### config.mk
export PLATFORM = sky130hd
export DESIGN_NAME = vga_timing_gen
export DESIGN_NICKNAME = d
export VERILOG_FILES = /design/src/rtl/vga_timing_gen.sv
export SDC_FILE = /design/constraint.sdc
export NUM_CORES = 1
export LEC_CHECK = 0
export ABC_CLOCK_PERIOD_IN_PS = 2300
export CAP_MARGIN = 20
export CORE_MARGIN = 2
export CORE_UTILIZATION = 38
export CTS_CLUSTER_SIZE = 8
export DETAILED_ROUTE_END_ITERATION = 8
export PLACE_DENSITY = 0.7
export SETUP_SLACK_MARGIN = 0.02
export SLEW_MARGIN = 20
export SYNTH_ARGS = -nofsm -noshare
export SYNTH_HDL_FRONTEND = slang
export SYNTH_SLANG_ARGS = --single-unit
### constraint.sdc
create_clock -name Clk -period 2.3 [get_ports Clk]
set_input_delay 0.46 -clock Clk [delete_from_list [all_inputs] [get_ports Clk]]
set_output_delay 0.46 -clock Clk [all_outputs]
set_load 0.1 [all_outputs]
### src/rtl/vga_timing_gen.sv
// VGA 640x480 pixel-coordinate and sync generator with an internal pixel clock-enable.
// Optional macro VGA_PIPE_EN delays sync/blank/frame pulses by one pixel for a one-pixel-latency colour path.
module vga_timing_gen #(
  parameter int CLK_DIV   = 2,
  parameter int H_VISIBLE = 640,
  parameter int H_FP      = 16,
  parameter int H_SYNC    = 96,
  parameter int H_BP      = 48,
  parameter int V_VISIBLE = 480,
  parameter int V_FP      = 10,
  parameter int V_SYNC    = 2,
  parameter int V_BP      = 33
) (
  input  logic       Clk,
  input  logic       Reset,
  output logic       pixel_ce,
  output logic [9:0] DrawX,
  output logic [9:0] DrawY,
  output logic       VGA_HS,
  output logic       VGA_VS,
  output logic       VGA_BLANK_N,
  output logic       VGA_SYNC_N,
  output logic       frame_start,
  output logic       frame_clk
);

  localparam int H_TOTAL = H_VISIBLE + H_FP + H_SYNC + H_BP;
  localparam int V_TOTAL = V_VISIBLE + V_FP + V_SYNC + V_BP;
  localparam int DIV_W   = (CLK_DIV > 1) ? $clog2(CLK_DIV) : 1;

  localparam logic [DIV_W-1:0] DIV_LAST = DIV_W'(CLK_DIV - 1);
  localparam logic [DIV_W-1:0] DIV_ONE  = DIV_W'(1);
  localparam logic [DIV_W-1:0] DIV_ZERO = DIV_W'(0);
  localparam logic [9:0] H_LAST = 10'(H_TOTAL - 1);
  localparam logic [9:0] V_LAST = 10'(V_TOTAL - 1);
  localparam logic [9:0] H_VIS  = 10'(H_VISIBLE);
  localparam logic [9:0] V_VIS  = 10'(V_VISIBLE);
  localparam logic [9:0] HS_BEG = 10'(H_VISIBLE + H_FP);
  localparam logic [9:0] HS_END = 10'(H_VISIBLE + H_FP + H_SYNC - 1);
  localparam logic [9:0] VS_BEG = 10'(V_VISIBLE + V_FP);
  localparam logic [9:0] VS_END = 10'(V_VISIBLE + V_FP + V_SYNC - 1);

  if (H_TOTAL > 1024 || V_TOTAL > 1024 || CLK_DIV < 1) begin : g_cfg_check
    $error("vga_timing_gen: totals must be <= 1024 and CLK_DIV >= 1");
  end

  logic [DIV_W-1:0] div_q, div_d;
  logic [9:0]       hc_q, hc_d, vc_q, vc_d;
  logic             hs_q, hs_d, vs_q, vs_d, blank_q, blank_d;
  logic             fs_q, fs_d, fc_q, fc_d;

  assign pixel_ce   = (div_q == DIV_LAST);
  assign DrawX      = hc_q;
  assign DrawY      = vc_q;
  assign VGA_SYNC_N = 1'b0;

  // Sync, blank and frame pulses are decoded from the next counter values so they land with DrawX/DrawY.
  always_comb begin
    div_d = div_q;
    hc_d  = hc_q;
    vc_d  = vc_q;
    if (pixel_ce) begin
      div_d = DIV_ZERO;
      if (hc_q == H_LAST) begin
        hc_d = 10'd0;
        if (vc_q == V_LAST) begin
          vc_d = 10'd0;
        end else begin
          vc_d = vc_q + 10'd1;
        end
      end else begin
        hc_d = hc_q + 10'd1;
        vc_d = vc_q;
      end
    end else begin
      div_d = div_q + DIV_ONE;
    end
    hs_d    = ~((hc_d >= HS_BEG) && (hc_d <= HS_END));
    vs_d    = ~((vc_d >= VS_BEG) && (vc_d <= VS_END));
    blank_d = (hc_d < H_VIS) && (vc_d < V_VIS);
    fs_d    = pixel_ce && (hc_d == 10'd0) && (vc_d == 10'd0);
    fc_d    = pixel_ce && (hc_d == 10'd0) && (vc_d == V_VIS);
  end

  always_ff @(posedge Clk or posedge Reset) begin
    if (Reset) begin
      div_q   <= DIV_ZERO;
      hc_q    <= 10'd0;
      vc_q    <= 10'd0;
      hs_q    <= 1'b1;
      vs_q    <= 1'b1;
      blank_q <= 1'b1;
      fs_q    <= 1'b0;
      fc_q    <= 1'b0;
    end else begin
      div_q   <= div_d;
      hc_q    <= hc_d;
      vc_q    <= vc_d;
      hs_q    <= hs_d;
      vs_q    <= vs_d;
      blank_q <= blank_d;
      fs_q    <= fs_d;
      fc_q    <= fc_d;
    end
  end

`ifdef VGA_PIPE_EN
  logic hs_p_q, hs_p_d, vs_p_q, vs_p_d, blank_p_q, blank_p_d;
  logic fs_p_q, fs_p_d, fc_p_q, fc_p_d;
  logic fs_pend_q, fs_pend_d, fc_pend_q, fc_pend_d;

  // A pulse seen mid-pixel is held pending, then re-emitted for one Clk at the next pixel boundary.
  always_comb begin
    hs_p_d    = hs_p_q;
    vs_p_d    = vs_p_q;
    blank_p_d = blank_p_q;
    fs_pend_d = fs_pend_q;
    fc_pend_d = fc_pend_q;
    if (pixel_ce) begin
      hs_p_d    = hs_q;
      vs_p_d    = vs_q;
      blank_p_d = blank_q;
      fs_pend_d = 1'b0;
      fc_pend_d = 1'b0;
    end else begin
      fs_pend_d = fs_pend_q | fs_q;
      fc_pend_d = fc_pend_q | fc_q;
    end
    fs_p_d = pixel_ce & (fs_pend_q | fs_q);
    fc_p_d = pixel_ce & (fc_pend_q | fc_q);
  end

  always_ff @(posedge Clk or posedge Reset) begin
    if (Reset) begin
      hs_p_q    <= 1'b1;
      vs_p_q    <= 1'b1;
      blank_p_q <= 1'b1;
      fs_p_q    <= 1'b0;
      fc_p_q    <= 1'b0;
      fs_pend_q <= 1'b0;
      fc_pend_q <= 1'b0;
    end else begin
      hs_p_q    <= hs_p_d;
      vs_p_q    <= vs_p_d;
      blank_p_q <= blank_p_d;
      fs_p_q    <= fs_p_d;
      fc_p_q    <= fc_p_d;
      fs_pend_q <= fs_pend_d;
      fc_pend_q <= fc_pend_d;
    end
  end

  assign VGA_HS      = hs_p_q;
  assign VGA_VS      = vs_p_q;
  assign VGA_BLANK_N = blank_p_q;
  assign frame_start = fs_p_q;
  assign frame_clk   = fc_p_q;
`else
  assign VGA_HS      = hs_q;
  assign VGA_VS      = vs_q;
  assign VGA_BLANK_N = blank_q;
  assign frame_start = fs_q;
  assign frame_clk   = fc_q;
`endif

endmodule

# [Yosys cells after proc, flatten, opt, wreduce, memory -nomap -nowiden]
# Index checks and enable logic that the tools add are counted.
[op_classes] addsub=3 multipliers=0 div=0 n_lt_le_gt_ge=6 n_eq_ne=3 shift=0 muxes=6 bitwise_logic=2 n_reduce_logical=8
[op_table] operator="$mux 10" n=5
[op_table] operator="$add 10x1->10 const B" n=2
[op_table] operator="$eq 10x10->1 const B" n=2
[op_table] operator="$logic_not 10->1" n=2
[op_table] operator="$eq 10x9->1 const B" n=1
[op_table] operator="$ge 10x10->1 const B" n=1
[op_table] operator="$ge 10x9->1 const B" n=1
[op_table] operator="$le 10x10->1 const B" n=1
[op_table] operator="$le 10x9->1 const B" n=1
[op_table] operator="$lt 10x10->1 const B" n=1
[op_table] operator="$lt 10x9->1 const B" n=1
[op_table] operator="$logic_and 1x1->1" n=6
[op_table] operator="$not 1->1" n=2
[op_table] operator="$add 1x1->1 const B" n=1
[op_table] operator="$mux 1" n=1
[word_totals] reg_bits=26 latchBits=0 ram_bits=0 mem_bits_ro=0 output_inout_bits=27 wordCells=36 mem_count=0

# [Logic depth before layout (Yosys ltp)]
[logic_depth] ltp_word=7 depth_mapped=9

# [Worst setup path before layout]
# OpenSTA, ideal clock, no wires.
[synth_timing] kind="reg-to-reg" startpoint="register hc_q[8] (netlist: DrawX[8])" endpoint="register fs_q (netlist: frame_start)" arrival_time_ns=2.804 t_required_ns=2.233 slack_ns=-0.571 path_stages_with_launch=10 path_buffers=3 path_cell_list="dfrtp_1 -> buf_4 -> or3b_1 -> or3_1 -> buf_6 -> buf_6 -> a211oi_2 -> o2111ai_1 -> nor4b_2 -> and3_1"
[synth_via] elab_chain_cells=6 elab_cells_between_ends=10 cone_classes="1 x add/sub; 1 x eq/ne; 4 x mux; 4 x reduce/logical"
[synth_lines] element="start, declared" line_no="48" text="logic [9:0] hc_q, hc_d, vc_q, vc_d;"
[synth_lines] element="start signal, assigned" line_no="88" text="hc_q <= 10'd0;"
[synth_lines] element="start signal, assigned" line_no="97" text="hc_q <= hc_d;"
[synth_lines] element="$add 10x1->10 / $eq 10x10->1 (equally long branches)" line_no="72, 64"
[synth_lines] element="$mux 10" line_no="64" text="if (hc_q == H_LAST) begin"
[synth_lines] element="$mux 10" line_no="62" text="if (pixel_ce) begin"
[synth_lines] element="$logic_not 10->1" line_no="81" text="fs_d = pixel_ce && (hc_d == 10'd0) && (vc_d == 10'd0);"
[synth_lines] element="$logic_and 1x1->1" line_no="81"
[synth_lines] element="$logic_and 1x1->1 (*)" line_no="81"
[synth_lines] element="net fs_d" line_no="50" text="logic fs_q, fs_d, fc_q, fc_d;"
[synth_lines] element="end signal, assigned" line_no="102" text="fs_q <= fs_d;"
[synth_lines] element="end, declared" line_no="50"
# Mark *: on every way through the listed nets, which the timed path passes. The rest lies on a longest branch.

# [Worst setup path after layout]
[layout_timing] startpoint="register hc_q[6] (netlist: DrawX[6])" endpoint="register fs_q (netlist: frame_start)"
# Same word-level chain as after synthesis.

==> reports/metrics.cfg <==
[place]
dp_hpwl_um = 2770
gp_congestion = 0.869
dp.cells = 261
portBuffers = 27

[die]
io_pins = 29
die_y_um = 69.6
start_util_pct = 40.2
fp.dieArea_um2 = 4840
die_x_um = 69.6
std_cell_rows = 23
coreArea_um2 = 4060

[yosys]
synth_most_common_cell = dfrtp_1
ys_warn_count = 0
synth_ff_type = dfrtp_1
yosysUniqueCellTypes = 51
syn_area_um2 = 1630
yosysTopAreaCell = dfrtp_1
yosys_register_bits = 26
syn_area_per_cell_um2 = 8.97
synth_edf_count = 0
ys_seq_area_share_pct = 40.1
syn_inst = 182
synth_common_cells = 23 x dfrtp_1, 16 x nor2_1, 13 x nand2_1
synth-async-reset-ratio_pct = 100
synth_top_area_share_pct = 35.2
ys_top_cells_by_area = dfrtp_1 35%, dfstp_2 4.8%, xnor2_1 3.8%
synth_fp_nets = 187

[timing]
max_slew.worst_pin.slew_ns = 0.554
hold_viol = 0
rsz0062_at_grt = true
slew_headroom_pct = 62.6
fin_skew_ns = 0.00363
fin_crit_sh_pct = 97.4
fmax_ghz = 0.446
setup-violations-final = 0
min_period_ns = 2.24
slew_viol_final = 0
holdWs_ns = 0.541

[power]
p_per_area_nw_per_um2 = 372
p_sw_mw = 0.164
power_frac_clock_pct = 38.8
p_sw_share_pct = 21.1
combPwrFrac_pct = 2.5
seq_power_share_pct = 58.8
p_leak_nw = 0.986
vdd_drop_max_mv = 0.400
power.internal_mw = 0.613

[setup_path]
cp.arrival_ns = 2.46
path_buf_inv = 1
reg2reg_slack_ns = 0.06
r2r-start = DrawX[6]$_DFF_PP0_
crit_slowest_cell = dfrtp_4
rr_endpoint = frame_start$_DFF_PP0_
cp_max_fo = 15
critical_path_class = reg2reg
crit_required_ns = 2.51
reg2reg_depth = 7
crit_family = simple AND/OR/NAND/NOR gates
critPathLaunchType = flop
slowest_delay_ns = 0.48
crit_chain = or3b_4, or3_1, buf_6, a211oi_2, o2111ai_2, nor4b_2, and3_1
critPathCaptureType = flop
startpoint = DrawX[6]$_DFF_PP0_

[grt]
gr-usage-met1_pct = 21.0
antenna_found_initial = 0
globalRoute.totalOverflow = 0
grtUsageMet2_pct = 27.2
grtUsageMet3_pct = 3.78
grt_pass1_wl_um = 6240
grtUsageTotal_pct = 16.1
gr-max-usage-layer = met2
grt_start_max_net_pins = 27
grt_pass1_vias = 1320

[final_layout]
areaGrowthSynthToFinish_pct = 27.7
nFillCells = 370
drive_above_1_share_pct = 36.7
nets = 224
fin_cells = 268
n_antenna_cell = 0

[cts]
htreeDepth = 1
numCtsBuffers = 3
root_buffer = clkbuf_8
cts_buffer_depth = 2
cts.reportedPaths.clkPinSlew_ns = 0.09
cts_tree = done
clock_latency_ns = 0.27
cts.sinks = 26

[run_status]
status = finished clean

[drt]
first_pass_iters = 4
wirelength_um = 3720
drt_iter0_markers = 95
antenna_left = 0
vias = 1415
wire_per_inst_um = 13.9
drc = 0
vias_per_cell = 5.28

[worst_hold_path]
hold_path_class = in2async

[run]
maxCapViolCount = 0

tightest hold or removal path, delay by kind of cell:
family | cells | cell delay [ns]
buf+inv | 3 | 0.76
layout make-up:
cell class	instances	area (um^2)	share of cell area [%]
timing repair buffer	46	352	16.9
sequential	26	689	33.1
tap	50	62.6	3.00
clock buffer	4	55.1	2.64
inverter	9	33.8	1.62
multi-input combinational	133	893	42.8
cells by family (layout without fill, tap and decap cells):
family,after synthesis,after routing,share of synthesized area (%)
AO/OA/AOI/OAI,35,35,14.6
multiplexers,2,2,1.38
XOR/XNOR,12,12,6.90
buffers and inverters,23,59,7.20
other,1,1,0.230
adder cells (fa/ha/maj),3,3,2.30
flip-flops,26,26,40.1
AND/OR/NAND/NOR,80,80,27.3
how the worst max path moves through the flow:
| stage | cells past startpoint | slack [ns] | endpoint |
|---|---|---|---|
| floorplan | 9 | -0.15 | frame_start$_DFF_PP0_ |
| global placement | 8 | -0.03 | frame_start$_DFF_PP0_ |
| detailed placement | 8 | -0.04 | frame_start$_DFF_PP0_ |
| CTS | 7 | 0.02 | frame_start$_DFF_PP0_ |
| global route | 7 | -0.01 | frame_start$_DFF_PP0_ |
| finish | 7 | 0.06 | frame_start$_DFF_PP0_ |
per-layer routing:
layer	routed length, um	vias up
li1	-	716
met1	1730	666
met2	1790	31
met3	179	2
met4	21	0
met5	0	-
state kept, by name, indices dropped and copies added, names as in the netlist:
name         flops
DrawX           10
frame_start      1
VGA_VS           1
pixel_ce         1
frame_clk        1
DrawY           10
VGA_BLANK_N      1
VGA_HS           1
what timing repair did:
item | CTS | global route
gates resized for setup | 4 | 3
hold buffers | 0 | 0
buffers inserted | 0 | 3
setup endpoints to repair | 2 | 4
pin swaps | 3 | 2
metrics by stage:
stage / power, mW / worst slack [ns] / util [%] / instance area (um^2) / setup TNS, ns
2_1_floorplan: 0.481 / -0.151 / - / 1690 / -0.325
3_3_place_gp: 0.486 / -0.0342 / 49.0 / 1990 / -0.0342
3_5_place_dp: 0.486 / -0.0443 / 49.0 / 1990 / -0.0468
4_1_cts: 0.789 / 0.0232 / 50.7 / 2060 / 0
5_1_grt: 0.805 / -0.0122 / 51.4 / 2090 / -0.0122
6_report: 0.777 / 0.0592 / 51.4 / 2090 / 0
power groups by stage:
stage / Sequential (mW) / Combinational, mW / Clock, mW
finish: 0.457 / 0.0191 / 0.301
global route: 0.457 / 0.0211 / 0.327
CTS: 0.457 / 0.0199 / 0.312
detailed placement: 0.466 / 0.0199 / 0
global placement: 0.466 / 0.0197 / 0
floorplan: 0.466 / 0.0151 / 0
layout by cell type (no fill, tap or decap), drive strengths merged, types with 2 or more instances in the layout:
cell type | synthesis | layout
dfstp | 3 | 3
buf | 6 | 45
a21oi | 7 | 7
or3 | 4 | 4
nand2b | 2 | 2
a21o | 2 | 2
nand2 | 13 | 13
o31ai | 2 | 2
and3 | 6 | 6
nor3 | 7 | 7
and2 | 2 | 2
nand3 | 12 | 12
o21a | 2 | 2
inv | 9 | 9
o21ai | 10 | 10
and4 | 2 | 2
a31oi | 2 | 2
mux2 | 2 | 2
nand4 | 7 | 7
ha | 3 | 3
dfrtp | 23 | 23
xor2 | 5 | 5
nor2 | 16 | 16
clkbuf | 8 | 4
xnor2 | 7 | 7
Power figures use the tool's default switching activity.
